--- src/rtl/qubit_measure_sampler.sv ---
// qubit_measure_sampler
//   Converts a single-qubit outcome-0 probability into a burst of simulated
//   measurement shots. Each shot consumes one 32-bit word from the PRNG
//   (xorshift32) through a valid/ack handshake. The top PROB_W bits of that
//   word are compared against prob0 to produce one outcome bit. The block
//   also keeps a running count of 1-outcomes.
//
// Ports
//   clk            system clock, rising edge
//   reset          asynchronous active-low reset
//   start          one-cycle burst request, accepted only when idle
//   prob0          outcome-0 probability, p0 = prob0 / 2^PROB_W
//   num_shots      shots in the burst (0 is legal)
//   rand_in        random word from the PRNG
//   rand_valid     rand_in holds a fresh word
//   rand_ack       word consumed this cycle (combinational)
//   outcome        measured bit of the most recent shot
//   outcome_valid  one-cycle pulse, outcome is valid
//   ones_count     1-outcomes since the last accepted start
//   busy           burst in progress, up to and including the done cycle
//   done           one-cycle pulse at the end of the burst
//   stall_count    DRAW cycles without rand_valid, saturating
//                  (present only when MEAS_STALL_CNT_EN is defined)
//
// Optional feature macro: MEAS_STALL_CNT_EN

module qubit_measure_sampler #(
    parameter int unsigned PROB_W  = 16,
    parameter int unsigned SHOTS_W = 16
) (
    input  logic               clk,
    input  logic               reset,
    input  logic               start,
    input  logic [PROB_W-1:0]  prob0,
    input  logic [SHOTS_W-1:0] num_shots,
    input  logic [31:0]        rand_in,
    input  logic               rand_valid,
    output logic               rand_ack,
    output logic               outcome,
    output logic               outcome_valid,
    output logic [SHOTS_W-1:0] ones_count,
    output logic               busy,
    output logic               done
`ifdef MEAS_STALL_CNT_EN
    ,
    output logic [SHOTS_W-1:0] stall_count
`endif
);

    typedef enum logic [1:0] {
        StIdle,
        StDraw,
        StFinish
    } state_e;

    state_e             state_q, state_d;
    logic [PROB_W-1:0]  prob_q, prob_d;
    logic [SHOTS_W-1:0] shots_q, shots_d;
    logic [SHOTS_W-1:0] shot_cnt_q, shot_cnt_d;
    logic               outcome_q, outcome_d;
    logic               outcome_valid_q, outcome_valid_d;
    logic [SHOTS_W-1:0] ones_q, ones_d;
`ifdef MEAS_STALL_CNT_EN
    logic [SHOTS_W-1:0] stall_q, stall_d;
`endif

    logic [PROB_W-1:0]  sample;
    logic               draw_one;
    logic [SHOTS_W-1:0] shot_cnt_inc;
    logic               unused_rand_bits;

    // Only the top PROB_W bits of the word are used as the sample.
    assign sample           = rand_in[31 -: PROB_W];
    assign unused_rand_bits = ^rand_in;
    assign draw_one         = (sample >= prob_q);
    assign shot_cnt_inc     = shot_cnt_q + SHOTS_W'(1);

    always_comb begin
        state_d         = state_q;
        prob_d          = prob_q;
        shots_d         = shots_q;
        shot_cnt_d      = shot_cnt_q;
        outcome_d       = outcome_q;
        outcome_valid_d = 1'b0;
        ones_d          = ones_q;
`ifdef MEAS_STALL_CNT_EN
        stall_d         = stall_q;
`endif
        rand_ack        = 1'b0;

        case (state_q)
            StIdle: begin
                if (start) begin
                    prob_d     = prob0;
                    shots_d    = num_shots;
                    shot_cnt_d = '0;
                    ones_d     = '0;
`ifdef MEAS_STALL_CNT_EN
                    stall_d    = '0;
`endif
                    state_d    = (num_shots == '0) ? StFinish : StDraw;
                end
            end
            StDraw: begin
                if (rand_valid) begin
                    rand_ack        = 1'b1;
                    shot_cnt_d      = shot_cnt_inc;
                    outcome_d       = draw_one;
                    outcome_valid_d = 1'b1;
                    ones_d          = ones_q + SHOTS_W'(draw_one);
                    // Equality compare: num_shots = all-ones is reached without wrap.
                    if (shot_cnt_inc == shots_q) begin
                        state_d = StFinish;
                    end
                end else begin
`ifdef MEAS_STALL_CNT_EN
                    if (stall_q != '1) begin
                        stall_d = stall_q + SHOTS_W'(1);
                    end
`endif
                end
            end
            StFinish: begin
                state_d = StIdle;
            end
            default: begin
                state_d = StIdle;
            end
        endcase
    end

    always_ff @(posedge clk or negedge reset) begin
        if (!reset) begin
            state_q         <= StIdle;
            prob_q          <= '0;
            shots_q         <= '0;
            shot_cnt_q      <= '0;
            outcome_q       <= 1'b0;
            outcome_valid_q <= 1'b0;
            ones_q          <= '0;
`ifdef MEAS_STALL_CNT_EN
            stall_q         <= '0;
`endif
        end else begin
            state_q         <= state_d;
            prob_q          <= prob_d;
            shots_q         <= shots_d;
            shot_cnt_q      <= shot_cnt_d;
            outcome_q       <= outcome_d;
            outcome_valid_q <= outcome_valid_d;
            ones_q          <= ones_d;
`ifdef MEAS_STALL_CNT_EN
            stall_q         <= stall_d;
`endif
        end
    end

    assign outcome       = outcome_q;
    assign outcome_valid = outcome_valid_q;
    assign ones_count    = ones_q;
    assign busy          = (state_q != StIdle);
    assign done          = (state_q == StFinish);
`ifdef MEAS_STALL_CNT_EN
    assign stall_count   = stall_q;
`endif

endmodule

--- config.mk ---
export PLATFORM = sky130hd
export DESIGN_NAME = qubit_measure_sampler
export DESIGN_NICKNAME = d
export VERILOG_FILES = /design/src/rtl/qubit_measure_sampler.sv
export SDC_FILE = /design/constraint.sdc
export NUM_CORES = 1
export LEC_CHECK = 0
export CORE_UTILIZATION = 55
export DETAILED_ROUTE_END_ITERATION = 8
export HOLD_SLACK_MARGIN = 0.02
export PLACE_DENSITY = 0.85
export SYNTH_ARGS = -nofsm -noshare
export SYNTH_HDL_FRONTEND = slang
export SYNTH_SLANG_ARGS = --single-unit
export TNS_END_PERCENT = 20
--- constraint.sdc ---
create_clock -name clk -period 5.25 [get_ports clk]
set_clock_uncertainty 0.2 [all_clocks]
set_input_delay 0.525 -clock clk [delete_from_list [all_inputs] [get_ports clk]]
set_output_delay 0.525 -clock clk [all_outputs]
set_load 0.005 [all_outputs]
==> impl_metrics.ini, run 1 <==
[layout]
layout_common_cells = 71 x clkdlybuf4s50_1, 68 x dfrtp_1, 40 x o21ai_0
area_growth_pct = 25.41
antenna_cells = 0
fillers = 504
final_common_cell = clkdlybuf4s50_1
drive_above_1_share_pct = 10.04
nets = 561

[clock_network]
cts.sinks = 68
cts.clk_slew.worst_paths_ps = 70
ctsResizeCount = 0
postCtsSetupBuffers = 0
holdBufCountCts = 0
cts_buffers = 9
clock_latency_ps = 350
cts.path.max_buffers = 2
tritoncts = built
h-tree-depth = 3
cts-root-buf = clkbuf_8

[power]
switching_share_pct = 33.48
p_int_mw = 1.293
power_density_nw_per_um2 = 398.0
pwr-share-seq_pct = 41.2
clkPwrFrac_pct = 22.9
power_switching_uw = 651.0
totalPowerFinal_mw = 1.944
peakVddDrop_mv = 0.1958
p_comb_share_pct = 35.8
p_leak_nw = 2.145

[sta]
rsz0062_at_grt = false
slew_viol_final = 0
max-slew-margin-rel_pct = 31.15
fmax_ghz = 0.2855
setup_viol = 0
fin_setup_tns_ps = 0
finalCriticalPeriod_ps = 3503
tightest_slew_ps = 1029
hold_viol = 0
timing.final.crit_share_pct = 66.73

[synth]
syn_area_um2 = 3895
postSynthCellCount = 405
synth_top_cell_area_share_pct = 43.69
ys_top_cells_by_area = dfrtp_1 44%, ha_1 6.1%, o21ai_0 5.1%, mux2_2 4.9%, xor2_1 4.0%
synth.avg_cell_area_um2 = 9.617
syn_nets = 492
ys_seq_elements = 68
synthFlopType = dfrtp_1
async_flop_share_pct = 100.0
ys_warn_count = 0
yosysUniqueCellTypes = 53
yosys.area.top_type = dfrtp_1
synth-edff-count = 0
yosysSeqAreaShare_pct = 43.69

[routing]
drc = 0
routed_via_density = 5.693
vias = 3268
drt_iter0_markers = 180
wl_per_cell_um = 15.11
drt_wl_total_mm = 8.673
ant_nets = 0
first_pass_iters = 4

[global_route]
grt_pass1_vias = 3295
grt_pass1_wl_mm = 14.97
busiest_layer = met2
grt_util_met1_pct = 33.17
grt-ovfl-total = 0
grt_max_degree = 69
antenna_found_initial = 0
grtUsageMet3_pct = 4.812
grt_usage_pct = 26.21
grtUsageMet2_pct = 42.50

[floorplanning]
num_rows = 30
start_util_pct = 57.01
core_um2 = 6832
pin_count = 89
fp.dieW_um = 86.16
chipHeight_um = 86.16
die_area_um2 = 7423

[outcome]
status = finished clean

[setup_path]
critical_path_arrival_ps = 2780
start_kind = input port
end_kind = primary output
required_ps = 4530
worstSetupPathType = input port to primary output
path_max_fanout = 21

[place]
hpwl_mm = 6.358
gp_congestion = 0.9807
port_buffers = 72

[hold_path]
min-delay-path-class = input port to asynchronous set/reset pin

[job]
drv_cap = 0
## per-layer routing
| metal | vias to the layer above | part of all wire (%) |
|---|---|---|
| met5 | - | 0 |
| met2 | 85 | 49 |
| li1 | 1577 | - |
| met3 | 21 | 4.0 |
| met1 | 1585 | 44 |
| met4 | 0 | 3.0 |
## cell usage after synthesis (2+ instances only)
cell	n
nor3_1	2
clkbuf_1	5
o21ai_0	40
a31oi_1	4
nor3b_1	2
buf_1	2
xnor2_1	14
xor2_1	18
dfrtp_1	68
inv_1	23
buf_2	9
o22ai_1	2
and4_1	2
ha_1	19
or2_2	4
o2111ai_1	4
nand3_1	12
or3_1	4
a21o_1	6
a211oi_1	4
o21a_1	2
nor2b_1	6
nand2_1	38
a22o_1	2
o31ai_1	6
nand3b_1	4
nand4_1	8
and2_1	3
nor2_1	26
a21oi_1	11
and4_2	2
and3_1	8
nand2b_1	4
mux2_2	17
or4_1	2
nor4_1	5
## path summary, 6_finish.rpt
check                                 from              to  slack [ps]  cells past startpoint
worst min register to register     outcome         outcome         310                      1
worst min-delay path                 reset       prob_q[8]         150                      2
worst max register to register   prob_q[9]  ones_count[14]        2080                     13
min in group clk                   outcome         outcome         310                      1
max in group asynchronous            reset      shots_q[5]        4140                      2
worst max-delay path            rand_valid        rand_ack        1750                      5
## flip-flops by register name (all words and copies together), names as in the netlist
| register | count |
|---|---|
| ones_count | 16 |
| outcome | 1 |
| outcome_valid | 1 |
| prob_q | 16 |
| shot_cnt_q | 16 |
| shots_q | 16 |
| state_q | 2 |
## power by group through the flow
stage / clock network, mW / logic (mW) / registers (mW)
after floorplan: 0 / 0.494 / 0.773
after global placement: 0 / 0.653 / 0.798
after detailed placement: 0 / 0.692 / 0.809
after CTS: 0.448 / 0.701 / 0.800
after global routing: 0.474 / 0.788 / 0.823
final: 0.446 / 0.697 / 0.802
## worst max-delay path, cell delays in order
cell	delay, ps
clkdlybuf4s50_1	490
inv_1	90
or2_2	460
inv_1	580
clkdlybuf4s50_1	630
## per-stage QoR
stage	hold WS [ps]	setup WS, ps	cell area [um^2]	instances	utilization (%)
detailed placement	300.0	1515	4682	559	68.53
global placement	291.5	1560	4682	559	68.53
global route	240.2	1631	4885	574	71.50
CTS	191.6	1749	4885	574	71.50
floorplan	29.41	2351	3895	405	-
finish	147.8	1747	4885	574	71.50
## kinds of logic (layout without fill, tap and decap cells)
family,count (synthesis),count (layout),share of synthesized area (%)
buf+inv,40,113,4.176
flops,68,68,43.69
mux,18,18,5.172
fa+ha+maj,19,19,6.103
compound gates,89,89,14.52
xor+xnor,32,32,7.196
simple gates,139,139,19.15
## cell type report
| cell class | instances | area [um^2] | area share [%] |
|---|---|---|---|
| multi-input combinational | 297 | 2036 | 41.68 |
| sequential | 68 | 1702 | 34.84 |
| inverter | 23 | 86.33 | 1.767 |
| timing repair buffer | 75 | 738.2 | 15.11 |
| clock buffer | 14 | 172.7 | 3.535 |
| tap | 96 | 120.1 | 2.459 |
| clock inverter | 1 | 30.03 | 0.6148 |
Power figures use the tool's default switching activity.
==> run 2, diff against run 1 <==
- CORE_UTILIZATION: 55 -> 46
- PLACE_DENSITY: 0.85 -> 0.76
- clock period: 5.25 -> 2.9 ns (I/O delays scaled with it)
==> run 2 against run 1 <==
  * Non-clock buffer count is 15 higher
  * Final cell count is 4.4% higher
  * Clock power increased by 52%
  * Critical path depth up 10
  * Die area increased by 19%
  * Clock-buffer cell count is 5 lower
  * Critical endpoint is now ones_count[14]
  * Largest cell class unchanged
  * Highest routed layer unchanged
==> impl_metrics.ini, run 2 (same netlist as run 1, synthesis figures left out) <==
[global_route]
grt_pass1_wl_mm = 15.63
grt_pass1_vias = 3243
antenna_found_initial = 0
grt_max_degree = 69
grt_usage_pct = 23.00
grt-ovfl-total = 0

[layout]
antenna_cells = 0
final_area_um2 = 5111
layout_common_cells = 68 x dfrtp_1, 66 x clkdlybuf4s50_1, 38 x o21ai_0
nets = 576
area_growth_pct = 31.22
drive_above_1_share_pct = 16.40
final_common_cell = dfrtp_1

[power]
clkPwrFrac_pct = 19.0
p_int_mw = 2.294
p_leak_nw = 2.237
power_density_nw_per_um2 = 701.1
power_switching_mw = 1.289
peakVddDrop_mv = 0.3845
p_comb_share_pct = 40.0
switching_share_pct = 35.98
pwr-share-seq_pct = 41.0

[sta]
hold_ws_ps = 310.5
finalCriticalPeriod_ps = 2868
timing.final.crit_share_pct = 98.90
slew_viol_final = 0
max-slew-margin-rel_pct = 22.94
fin_setup_tns_ps = 0
fmax_ghz = 0.3487
tightest_slew_ps = 1152
setup_viol = 0
rsz0062_at_grt = true
finalWorstSetupSlack_ps = 32.01
hold_viol = 0

[setup_path]
cpPeakStageDelay_ps = 420
end_kind = register
path_max_fanout = 4
start_kind = register
critPathTopFamily = simple AND/OR/NAND/NOR gates
cp_cell_sequence = inv_2 > ha_4 > a21o_1 > or4_4 > a21oi_2 > o21ai_1 > a41o_1 > ha_2 > nand2_2 > nor4b_2 > buf_4 > nor2b_4 > nand2_1 > xor2_1 > nor2_1
critical_path_arrival_ps = 2900
critPathBufInv = 2
worstSetupPathType = register to register
required_ps = 2930
slowest_stage = or4_4

[floorplanning]
die_area_um2 = 8840
core_um2 = 8217
start_util_pct = 47.40
pin_count = 89
fp.dieW_um = 94.02
num_rows = 33
chipHeight_um = 94.02

[clock_network]
cts.sinks = 68
cts-root-buf = clkbuf_8
tritoncts = built
cts.clk_slew.worst_paths_ps = 80
h-tree-depth = 3
cts.path.max_buffers = 2
clock_latency_ps = 340
cts_buffers = 9

[place]
dpl-instance-area_um2 = 4796
preCtsSetupSlack_ps = -386.1
hpwl_mm = 6.958
gp_congestion = 0.9145
port_buffers = 72

[routing]
first_pass_iters = 4
drt_wl_total_mm = 9.734
ant_nets = 0
drt_iter0_markers = 125
wl_per_cell_um = 16.25
drc = 0
routed_via_density = 5.614
vias = 3363

[outcome]
status = finished clean

[hold_path]
min-delay-path-class = input port to asynchronous set/reset pin

[job]
drv_cap = 0
## run 2: cell count changes in the layout (fill, tap and decap cells not counted), sizes merged
cell	delta
clkinvlp	+2
buf	+14
clkbuf	-5
bufinv	-1
dlygate4sd3	+1
clkinv	+5
dlygate4sd2	+1
dlymetal6s2s	+4
clkdlybuf4s50	-5
## run 2: power groups by stage
stage	logic (mW)	clock network (mW)	registers [mW]
4_1_cts	1.32	0.688	1.46
2_1_floorplan	0.894	0	1.40
6_report	1.43	0.680	1.47
3_3_place_gp	1.24	0	1.46
5_1_grt	1.60	0.730	1.50
3_5_place_dp	1.31	0	1.47
## run 2: tightest hold or removal path: cells and delay by family
| kind | cells | cell delay, ps |
|---|---|---|
| buf+inv | 3 | 970 |
## run 2: per-stage QoR
stage / cells / power, mW / util, %
after floorplan: 405 / 2.294 / -
after global placement: 580 / 2.696 / 58.37
after detailed placement: 580 / 2.776 / 58.37
after CTS: 597 / 3.468 / 60.70
after global routing: 599 / 3.829 / 62.21
final: 599 / 3.583 / 62.21
## run 2: layout make-up
type	count	area, um^2
clock buffers	9	123.9
clock inverters	7	43.79
fillers	666	3105
inverters	23	86.33
multi-input cells	297	2150
flip-flops and latches	68	1702
well taps	105	131.4
repair buffers	90	874.6
## run 2: final timing paths
path / from / to / slack [ps] / depth (start not counted)
max in group asynchronous: reset / shot_cnt_q[7] / 1890 / 3
max reg2reg: prob_q[15] / ones_count[14] / 30 / 15
min: reset / prob_q[4] / 310 / 3
min in group clk: prob0[1] / prob_q[1] / 310 / 3
max: prob_q[15] / ones_count[14] / 30 / 15
min reg2reg: shot_cnt_q[15] / shot_cnt_q[15] / 320 / 1
## run 2: repair_timing
| item | CTS | global route |
|---|---|---|
| setup buffers | 0 | 2 |
| pin swaps | 0 | 3 |
| gates resized for setup | 4 | 20 |
| hold buffers | 1 | 0 |
| endpoints found under the setup margin | 3 | 11 |
| hold endpoints to repair | 68 | 0 |
## run 2: routing by layer
metal / wire length (um) / vias up / GRT usage (%)
met4: 192 / 0 / 7.949
li1: - / 1604 / -
met3: 594 / 21 / 4.288
met5: 0 / - / 0
met2: 4777 / 99 / 38.32
met1: 4170 / 1639 / 29.88
==> run 3, diff against run 2 <==
- CORE_UTILIZATION: 46 -> 45
- PLACE_DENSITY: 0.76 -> 0.84
==> run 3 against run 2 <==
  * Sequential share of layout area increased by 0.25 points
  * Clock-buffer cell count is 3 higher
  * Clock power down 5.4%
  * Highest routed layer unchanged
  * Maximum frequency is 3.1% higher
  * Total power down 1.5%
  * Routed wire length decreased by 5.8%
  * Combinational power about the same
  * Final cell count shrank 0.67%
  * First-iteration DRC count is 94% higher
==> impl_metrics.ini, run 3 (same netlist as run 1, synthesis figures left out) <==
[floorplanning]
chipHeight_um = 95.04
start_util_pct = 46.93
num_rows = 33
fp.dieW_um = 95.04
core_um2 = 8299
die_area_um2 = 9032
pin_count = 89

[layout]
finalNonFillerCells = 595
ff_latch_area_um2 = 1702
layout_common_cells = 68 x dfrtp_1, 67 x clkdlybuf4s50_1, 38 x o21ai_0
final_area_um2 = 5072
multiInputGateArea_um2 = 2150
area_growth_pct = 30.23
fillers = 659
final_common_cell = dfrtp_1
nets = 573
drive_above_1_share_pct = 15.71
antenna_cells = 0

[clock_network]
cts.clk_slew.worst_paths_ps = 70
h-tree-depth = 3
tritoncts = built
cts.sinks = 68
clock_latency_ps = 340
cts-root-buf = clkbuf_8
cts_buffers = 9
cts.path.max_buffers = 2

[global_route]
grt_max_degree = 44
grt-ovfl-total = 0
grt_usage_pct = 21.57
grt_pass1_vias = 3333
grt_pass1_wl_mm = 15.10
antenna_found_initial = 0

[sta]
hold_viol = 0
timing.final.crit_share_pct = 95.93
max-slew-margin-rel_pct = 44.58
fmax_ghz = 0.3595
tightest_slew_ps = 831.4
slew_viol_final = 0
finalCriticalPeriod_ps = 2782
setup_viol = 0
rsz0062_at_grt = true

[hold_path]
min-delay-path-class = input port to register

[routing]
vias = 3328
drt_iter0_markers = 242
routed_via_density = 5.593
first_pass_iters = 4
drc = 0
wl_per_cell_um = 15.42
highest_layer = met4
wl_met3_um = 470
drt_wl_total_mm = 9.174
wl_met1_mm = 3.979
wl_met2_mm = 4.506
ant_nets = 0

[power]
pwr-share-seq_pct = 41.5
power_density_nw_per_um2 = 696.2
p_comb_share_pct = 40.3
switching_share_pct = 35.42
clkPwrFrac_pct = 18.2
power_switching_mw = 1.251
p_leak_nw = 2.221
p_int_mw = 2.281
peakVddDrop_mv = 0.3393

[place]
hpwl_mm = 6.605
placedCellCount = 578
gp_congestion = 0.8839
dpl-instance-area_um2 = 4781
port_buffers = 72

[setup_path]
slowest_stage = or4_1
end_kind = register
path_max_fanout = 4
required_ps = 2910
cpPeakStageDelay_ps = 390
cp_cell_sequence = inv_2 > ha_4 > a21o_1 > or4_1 > a21oi_1 > o21ai_1 > a41o_1 > ha_2 > nand2_2 > nor4b_4 > nor2b_4 > nand2_1 > xor2_1 > nor2_1
worstSetupPathType = register to register
start_kind = register
rrSetupSlack_ps = 120
critical_path_arrival_ps = 2800

[outcome]
status = finished clean

[job]
drv_cap = 0
run 3: cell count changes in the layout (fill, tap and decap cells not counted), moves of 2 or more:
cell,delta
inv_1,-2
clkinvlp_4,-2
inv_2,+2
ha_4,-2
ha_1,+2
clkbuf_1,+3
buf_4,-3
run 3: power groups by stage:
stage / sequential (mW) / combinational [mW] / clock, mW
after detailed placement: 1.47 / 1.30 / 0
after floorplan: 1.40 / 0.894 / 0
after global placement: 1.45 / 1.23 / 0
final: 1.47 / 1.42 / 0.643
after global routing: 1.50 / 1.59 / 0.692
after CTS: 1.46 / 1.33 / 0.650
run 3: timing repair:
action                                  in CTS  in global routing
resized for setup                            3                 24
hold endpoints to repair                    34                  0
pin swaps                                    1                  0
hold buffers                                 1                  0
endpoints found under the setup margin       6                 12
buffers inserted                             0                  1
gates cloned                                 0                  0
run 3: stage by stage:
step	TNS, ps	worst slack, ps	util, %	total power, mW	hold WS (ps)
3_3_place_gp	-3969	-351.2	57.61	2.686	227.5
3_5_place_dp	-4762	-461.7	57.61	2.774	234.0
6_report	0	118.1	61.12	3.531	304.7
2_1_floorplan	0	183.7	-	2.294	-205.6
5_1_grt	-128.8	-42.91	61.12	3.789	318.1
4_1_cts	0	13.45	59.79	3.434	298.3
run 3: final timing paths:
check / start / end / depth (start not counted)
worst max-delay path: prob_q[15] / ones_count[12] / 14
worst min-delay path: prob0[12] / prob_q[12] / 3
worst max register to register: prob_q[15] / ones_count[12] / 14
worst min register to register: shot_cnt_q[15] / shot_cnt_q[15] / 1
max in group asynchronous: reset / prob_q[15] / 3
min in group asynchronous: reset / outcome_valid / 2
run 3: critical path: cells and delay by family, from the launching register on:
kind / cells / cell delay (ps)
xor gates and xnor gates: 1 / 150
adders and majority gates: 2 / 400
and+or+nand+nor: 6 / 830
buffers and inverters: 1 / 80
DFF: 1 / 380
AOI/OAI and AO/OA: 4 / 640
run 3: routing by layer:
layer,global-route usage (%),up-vias
met5,0,-
met4,11.11,0
met3,3.748,20
met2,34.23,115
met1,28.32,1594
li1,-,1599
run 3: cell type report:
type	instances	area share, %
inverter	23	1.702
clock buffer	12	2.664
multi-input combinational	297	42.38
sequential	68	33.55
clock inverter	3	0.2960
timing repair buffer	87	16.82
tap	105	2.590
